File: config.mk
export PLATFORM = sky130hd
export DESIGN_NAME = fft_input_lane_packer_flat
export DESIGN_NICKNAME = d
export VERILOG_FILES = /design/src/rtl/fft_input_lane_packer_if.sv /design/src/rtl/fft_input_lane_packer.sv /design/src/flat_wrapper.sv
export SDC_FILE = /design/constraint.sdc
export NUM_CORES = 1
export LEC_CHECK = 0
export ABC_AREA = 1
export CORE_ASPECT_RATIO = 0.5
export CORE_MARGIN = 4
export CORE_UTILIZATION = 45
export DETAILED_ROUTE_END_ITERATION = 6
export HOLD_SLACK_MARGIN = 0.1
export PLACE_DENSITY = 0.77
export SYNTH_ARGS = -nofsm -noshare
export SYNTH_HDL_FRONTEND = slang
export SYNTH_SLANG_ARGS = --single-unit
File: constraint.sdc
create_clock -name clk_fft -period 1.4 [get_ports clk_fft]
set_input_delay 0.14 -clock clk_fft [delete_from_list [all_inputs] [get_ports clk_fft]]
set_output_delay 0.14 -clock clk_fft [all_outputs]
set_load 0.05 [all_outputs]
File: src/rtl/fft_input_lane_packer_if.sv
// Serial-in / lane-parallel-out bus of the FFT input packer.
// master drives samples and out_ready; slave is the packer.
interface fft_input_lane_packer_if #(
  parameter int DATA_WIDTH = 16,
  parameter int LANES      = 2
);
  logic                        in_valid;
  logic                        in_sop;
  logic                        in_inv;
  logic [DATA_WIDTH-1:0]       in_real;
  logic [DATA_WIDTH-1:0]       in_imag;
  logic                        in_ready;
  logic                        out_valid;
  logic                        out_ready;
  logic                        out_sop;
  logic                        out_eop;
  logic                        out_inv;
  logic [LANES*DATA_WIDTH-1:0] out_real;
  logic [LANES*DATA_WIDTH-1:0] out_imag;
  logic                        frame_err;

  modport master (
    output in_valid, in_sop, in_inv,
    output in_real, in_imag, out_ready,
    input  in_ready, out_valid, out_sop,
    input  out_eop, out_inv, out_real,
    input  out_imag, frame_err
  );

  modport slave (
    input  in_valid, in_sop, in_inv,
    input  in_real, in_imag, out_ready,
    output in_ready, out_valid, out_sop,
    output out_eop, out_inv, out_real,
    output out_imag, frame_err
  );
endinterface

File: src/rtl/fft_input_lane_packer.sv
// Packs LANES serial complex samples into one parallel word,
// tracking FFT frame boundaries and aborting on a mid-frame sop.
module fft_input_lane_packer #(
  parameter  int DATA_WIDTH = 16,
  parameter  int LANES      = 2,
  parameter  int FRAME_LEN  = 32768,
  localparam int LANE_BITS  = $clog2(LANES),
  localparam int WORDS      = FRAME_LEN / LANES,
  localparam int WORD_BITS  = (WORDS > 1) ? $clog2(WORDS) : 1
) (
  input logic                      clk_fft,
  input logic                      reset,
  fft_input_lane_packer_if.slave   bus
);

  localparam int DW = DATA_WIDTH;
  localparam int OW = LANES * DATA_WIDTH;
  localparam logic [LANE_BITS-1:0] LAST_LANE = LANE_BITS'(LANES - 1);
  localparam logic [WORD_BITS-1:0] LAST_WORD = WORD_BITS'(WORDS - 1);

  typedef enum logic {
    IDLE,
    FILL
  } state_e;

  state_e                  state_q, state_d;
  logic [LANE_BITS-1:0]    lane_q, lane_d;
  logic [WORD_BITS-1:0]    word_q, word_d;
  logic                    inv_q, inv_d;
  logic [LANES-2:0][DW-1:0] re_q, re_d;
  logic [LANES-2:0][DW-1:0] im_q, im_d;

  logic                    out_valid_q, out_valid_d;
  logic                    out_sop_q, out_sop_d;
  logic                    out_eop_q, out_eop_d;
  logic                    out_inv_q, out_inv_d;
  logic [OW-1:0]           out_real_q, out_real_d;
  logic [OW-1:0]           out_imag_q, out_imag_d;
  logic                    frame_err_q, frame_err_d;

  logic                    in_ready;
  logic                    accept;
  logic                    start;
  logic                    fill;
  logic                    last_word;

  assign in_ready  = !out_valid_q || bus.out_ready;
  assign accept    = bus.in_valid && in_ready;
  assign last_word = (word_q == LAST_WORD);

  always_comb begin
    start = 1'b0;
    fill  = 1'b0;
    frame_err_d = 1'b0;
    unique case (state_q)
      IDLE: begin
        if (accept && bus.in_sop) start = 1'b1;
      end
      FILL: begin
        if (accept) begin
          if (bus.in_sop) begin
            start       = 1'b1;
            frame_err_d = 1'b1;
          end else begin
            fill = 1'b1;
          end
        end
      end
      default: begin
        start = 1'b0;
      end
    endcase
  end

  always_comb begin
    state_d     = state_q;
    lane_d      = lane_q;
    word_d      = word_q;
    inv_d       = inv_q;
    re_d        = re_q;
    im_d        = im_q;
    out_valid_d = out_valid_q;
    out_sop_d   = out_sop_q;
    out_eop_d   = out_eop_q;
    out_inv_d   = out_inv_q;
    out_real_d  = out_real_q;
    out_imag_d  = out_imag_q;

    if (out_valid_q && bus.out_ready) out_valid_d = 1'b0;

    // A restart discards any partial word: lane 0 is overwritten.
    if (start) begin
      state_d = FILL;
      inv_d   = bus.in_inv;
      re_d[0] = bus.in_real;
      im_d[0] = bus.in_imag;
      lane_d  = LANE_BITS'(1);
      word_d  = '0;
    end

    if (fill) begin
      if (lane_q == LAST_LANE) begin
        for (int k = 0; k < LANES - 1; k++) begin
          out_real_d[k*DW +: DW] = re_q[k];
          out_imag_d[k*DW +: DW] = im_q[k];
        end
        out_real_d[(LANES-1)*DW +: DW] = bus.in_real;
        out_imag_d[(LANES-1)*DW +: DW] = bus.in_imag;
        out_valid_d = 1'b1;
        out_sop_d   = (word_q == '0);
        out_eop_d   = last_word;
        out_inv_d   = inv_q;
        lane_d      = '0;
        if (last_word) begin
          word_d  = '0;
          state_d = IDLE;
        end else begin
          word_d = word_q + 1'b1;
        end
      end else begin
        for (int k = 0; k < LANES - 1; k++) begin
          if (lane_q == LANE_BITS'(k)) begin
            re_d[k] = bus.in_real;
            im_d[k] = bus.in_imag;
          end
        end
        lane_d = lane_q + 1'b1;
      end
    end
  end

  always_ff @(posedge clk_fft) begin
    if (reset) begin
      state_q     <= IDLE;
      lane_q      <= '0;
      word_q      <= '0;
      inv_q       <= 1'b0;
      re_q        <= '0;
      im_q        <= '0;
      out_valid_q <= 1'b0;
      out_sop_q   <= 1'b0;
      out_eop_q   <= 1'b0;
      out_inv_q   <= 1'b0;
      out_real_q  <= '0;
      out_imag_q  <= '0;
      frame_err_q <= 1'b0;
    end else begin
      state_q     <= state_d;
      lane_q      <= lane_d;
      word_q      <= word_d;
      inv_q       <= inv_d;
      re_q        <= re_d;
      im_q        <= im_d;
      out_valid_q <= out_valid_d;
      out_sop_q   <= out_sop_d;
      out_eop_q   <= out_eop_d;
      out_inv_q   <= out_inv_d;
      out_real_q  <= out_real_d;
      out_imag_q  <= out_imag_d;
      frame_err_q <= frame_err_d;
    end
  end

  assign bus.in_ready  = in_ready;
  assign bus.out_valid = out_valid_q;
  assign bus.out_sop   = out_sop_q;
  assign bus.out_eop   = out_eop_q;
  assign bus.out_inv   = out_inv_q;
  assign bus.out_real  = out_real_q;
  assign bus.out_imag  = out_imag_q;
  assign bus.frame_err = frame_err_q;

endmodule

File: src/flat_wrapper.sv
// flat-port wrapper written by rule: the top's interface ports become plain ports
module fft_input_lane_packer_flat 
#(
  parameter  int DATA_WIDTH = 16,
  parameter  int LANES      = 2,
  parameter  int FRAME_LEN  = 32768,
  localparam int LANE_BITS  = $clog2(LANES),
  localparam int WORDS      = FRAME_LEN / LANES,
  localparam int WORD_BITS  = (WORDS > 1) ? $clog2(WORDS) : 1
)
  (clk_fft, reset, bus_in_valid, bus_in_sop, bus_in_inv, bus_in_real, bus_in_imag, bus_out_ready, bus_in_ready, bus_out_valid, bus_out_sop, bus_out_eop, bus_out_inv, bus_out_real, bus_out_imag, bus_frame_err);
  fft_input_lane_packer_if #(.DATA_WIDTH(DATA_WIDTH), .LANES(LANES)) bus_i ();
  input logic clk_fft;
  input logic reset;
  input wire logic [$bits(bus_i.in_valid)-1:0] bus_in_valid;
  input wire logic [$bits(bus_i.in_sop)-1:0] bus_in_sop;
  input wire logic [$bits(bus_i.in_inv)-1:0] bus_in_inv;
  input wire logic [$bits(bus_i.in_real)-1:0] bus_in_real;
  input wire logic [$bits(bus_i.in_imag)-1:0] bus_in_imag;
  input wire logic [$bits(bus_i.out_ready)-1:0] bus_out_ready;
  output wire logic [$bits(bus_i.in_ready)-1:0] bus_in_ready;
  output wire logic [$bits(bus_i.out_valid)-1:0] bus_out_valid;
  output wire logic [$bits(bus_i.out_sop)-1:0] bus_out_sop;
  output wire logic [$bits(bus_i.out_eop)-1:0] bus_out_eop;
  output wire logic [$bits(bus_i.out_inv)-1:0] bus_out_inv;
  output wire logic [$bits(bus_i.out_real)-1:0] bus_out_real;
  output wire logic [$bits(bus_i.out_imag)-1:0] bus_out_imag;
  output wire logic [$bits(bus_i.frame_err)-1:0] bus_frame_err;
  assign bus_i.in_valid = bus_in_valid;
  assign bus_i.in_sop = bus_in_sop;
  assign bus_i.in_inv = bus_in_inv;
  assign bus_i.in_real = bus_in_real;
  assign bus_i.in_imag = bus_in_imag;
  assign bus_i.out_ready = bus_out_ready;
  assign bus_in_ready = bus_i.in_ready;
  assign bus_out_valid = bus_i.out_valid;
  assign bus_out_sop = bus_i.out_sop;
  assign bus_out_eop = bus_i.out_eop;
  assign bus_out_inv = bus_i.out_inv;
  assign bus_out_real = bus_i.out_real;
  assign bus_out_imag = bus_i.out_imag;
  assign bus_frame_err = bus_i.frame_err;
  fft_input_lane_packer #(.DATA_WIDTH(DATA_WIDTH), .LANES(LANES), .FRAME_LEN(FRAME_LEN)) u_core (.clk_fft(clk_fft), .reset(reset), .bus(bus_i));
endmodule
==> impl_metrics.yaml <==
timing:
  max_slew_margin: 0.749
  fin_crit_ps: 1560
  worstMarginPinSlew_ps: 373
  slew_viol_final: 0
  hold_viol_final: 0
  setup_violations: 9
  fin_crit_sh: 1.11
  fin_hold_ws_ps: 299
  max_freq_mhz: 642
  layout_setup_ws_ps: -156
  skew_ps: 8.61
  rsz0062_at_grt: "true"
  tns_ps: -353
synthesis:
  synth_edf_count: 0
  ys_ff_latch: 118
  yosysMostFrequentCell: "nor2_1"
  avgSynthCellArea_sq_um: 7.77
  yosysSeqAreaShare: 0.519
  synth.top_cell.area_share: 0.519
  syn_area_sq_um: 4550
  async_reset_ff_frac: 0
  synth.distinct_cells: 25
  syn_nets: 626
  synth.largest_area_cell: "dfxtp_1"
  synth-main-ff-cell: "dfxtp_1"
  synth_area_leaders: "dfxtp_1 (52%), nor2_1 (12%), o21ai_0 (9.0%), a21oi_1 (5.6%), nand2_1 (3.5%)"
  yosys_warnings: 0
  syn_inst: 586
  synth_common_cells: "nor2_1 (140), dfxtp_1 (118), o21ai_0 (82)"
critical_path:
  path_class: "reg -> reg"
  crit_fanout: 2
  cp.required_ps: 1730
  path_buf_inv: 1
  cpMaxStageDelayCell: "dfxtp_2"
  critPathArrivalTime_ps: 1890
  setup.worst_path.start_class: "register"
  crit_path_max_incr_delay_ps: 350
  end_kind: "register"
  cp_cell_sequence: "ha_4 > buf_4 > nand3_2 > o21ai_0 > nand3_1 > nand2_1 > nand2_1 > a21oi_1"
  cpLargestDelayFamily: "simple AND/OR/NAND/NOR gates"
  crit_path_frequent_cell: "nand2_1"
finish:
  regArea_sq_um: 2370
  area_delta_synth_final_pct: 55.7
  fin_nets: 773
  drive_above_1_share: 0.291
  multi_input_area_sq_um: 2060
  n_fill_cell: 674
  layout.cells.non_filler: 880
  antenna_cells: 0
grt:
  grt.total_usage: 0.218
  grt_pass1_wl_mm: 20.5
  grt_max_degree: 47
  antenna_found_initial: 0
  grt_pass1_vias: 4285
  grt.overflow.total: 0
die:
  initial_core_util: 0.472
  die_width_microns: 150
  pin_count: 108
  rows: 25
  die_area_sq_um: 11900
  die_h_microns: 79.1
  core_area_sq_um: 9630
power:
  internal-power_uw: 6720
  leakage_uw: 0.00294
  power_density_nw_per_um2: 1230
  vdd_ir_drop_max_v: 0.000920
  pwr-share-comb: 0.088
  power_frac_seq: 0.405
  switchingPower_uw: 2020
  switching_share: 0.231
  p_clk_frac: 0.507
placement:
  io_buffer_count: 107
  place_hpwl_mm: 8.28
  post-place-cells: 840
  gp_congestion: 0.859
  place_ws_ps: -308
clock_network:
  cts_tree: "yes"
  cts.sinks: 118
  htreeDepth: 4
  insertion_delay_ps: 420
  clkTransAtPathRegs_ps: 60
  cts_buffers: 17
  root_buffer: "clkbuf_16"
  clockBufferDepth: 2
outcome:
  outcome: "finished, violations left"
  violations: "negative setup slack"
drt:
  vias: 4785
  route.detailed.drc: 0
  drtAntennaViolNets: 0
  wl_per_cell_microns: 17.1
  first_pass_iters: 5
  drt_iter0_markers: 422
  via_per_inst: 5.44
  routed_wl_mm: 15.1
run:
  drv_cap: 0
hold_path:
  hold_path.class: "in -> reg"
==> placed cells by master (no fill, tap or decap), types with 3 or more instances in the layout <==
cell	count
nand2_4	3
a211oi_1	15
o21ai_0	72
xor2_1	3
nand3_4	3
nand4_1	4
nand3_2	8
nand3_1	12
nor2_1	132
buf_6	7
nor2_2	6
buf_12	21
nor3_1	11
clkinv_2	5
dfxtp_1	112
a21oi_1	40
a21oi_2	11
clkdlybuf4s50_1	37
bufinv_16	3
nor2_4	5
o21ai_2	3
dfxtp_2	4
buf_4	94
nand2_2	3
clkbuf_8	3
nand2_1	38
o21ai_1	8
inv_1	40
clkbuf_16	21
==> layer usage <==
layer	global-route usage	vias up	wire (microns)
li1	-	2226	-
met1	0.261	2297	6010
met2	0.375	213	7550
met3	0.0530	49	1040
met4	0.0931	0	483
met5	0	-	0
==> registers in the layout (all words and copies together) (netlist names) <==
register,count
u_core.bus.out_imag,32
u_core.state_q,1
u_core.word_q,14
u_core.bus.out_inv,1
u_core.bus.out_valid,1
u_core.inv_q,1
u_core.bus.out_sop,1
u_core.im_q,16
u_core.bus.out_eop,1
u_core.re_q,16
u_core.bus.out_real,32
u_core.lane_q,1
u_core.bus.frame_err,1
==> logic make-up after synthesis <==
| group | after synthesis | share of synthesized area |
|---|---|---|
| xor gates and xnor gates | 3 | 0.00578 |
| AOI/OAI and AO/OA | 151 | 0.175 |
| adders and majority gates | 2 | 0.00550 |
| and+or+nand+nor | 230 | 0.213 |
| DFF | 118 | 0.519 |
| buffers and inverters | 82 | 0.0811 |
==> power by group through the flow <==
stage / Sequential [uW] / Clock (uW) / Combinational, uW
after global routing: 3550 / 4620 / 827
after detailed placement: 3600 / 0 / 661
after floorplan: 3670 / 0 / 297
final: 3540 / 4430 / 772
after global placement: 3600 / 0 / 650
after CTS: 3530 / 4430 / 676
==> what timing repair did <==
| item | in CTS | in global routing |
|---|---|---|
| pin swaps | 15 | 11 |
| hold endpoints to repair | 0 | 0 |
| gates cloned | 0 | 4 |
| hold buffers | 0 | 0 |
| gates resized for setup | 23 | 57 |
| buffers inserted | 0 | 5 |
| setup endpoints to repair | 14 | 111 |
==> final cells by class <==
| class | instances | area share |
|---|---|---|
| clock buffer | 22 | 0.0669 |
| tap | 135 | 0.0238 |
| sequential | 118 | 0.335 |
| timing repair buffer | 165 | 0.241 |
| clock inverter | 9 | 0.0175 |
| inverter | 45 | 0.0251 |
| multi-input combinational | 386 | 0.291 |
==> path summary, 6_finish.rpt <==
| kind | startpoint | end | slack (ps) | depth (start not counted) |
|---|---|---|---|---|
| setup / recovery | u_core.word_q[1] | u_core.word_q[6] | -160 | 8 |
| hold / removal | bus_in_real[3] | u_core.bus.out_real[19] | 300 | 3 |
| setup reg to reg | u_core.word_q[1] | u_core.word_q[6] | -160 | 8 |
| hold reg to reg | u_core.inv_q | u_core.inv_q | 470 | 2 |
==> through the flow <==
stage / utilization / power, uW / instance area [sq um]
global route: 0.735 / 9000 / 7080
CTS: 0.701 / 8640 / 6760
global placement: 0.629 / 4250 / 6060
floorplan: - / 3970 / 4570
finish: 0.735 / 8750 / 7080
detailed placement: 0.629 / 4260 / 6060
==> worst register-to-register path, stage by stage, from the launching register on <==
cell and delay (ps):
dfxtp_2 350, ha_4 150, buf_4 110, nand3_2 130, o21ai_0 260, nand3_1 140
nand2_1 110, nand2_1 50, a21oi_1 160
No activity file was read; power rests on OpenSTA's default activity.
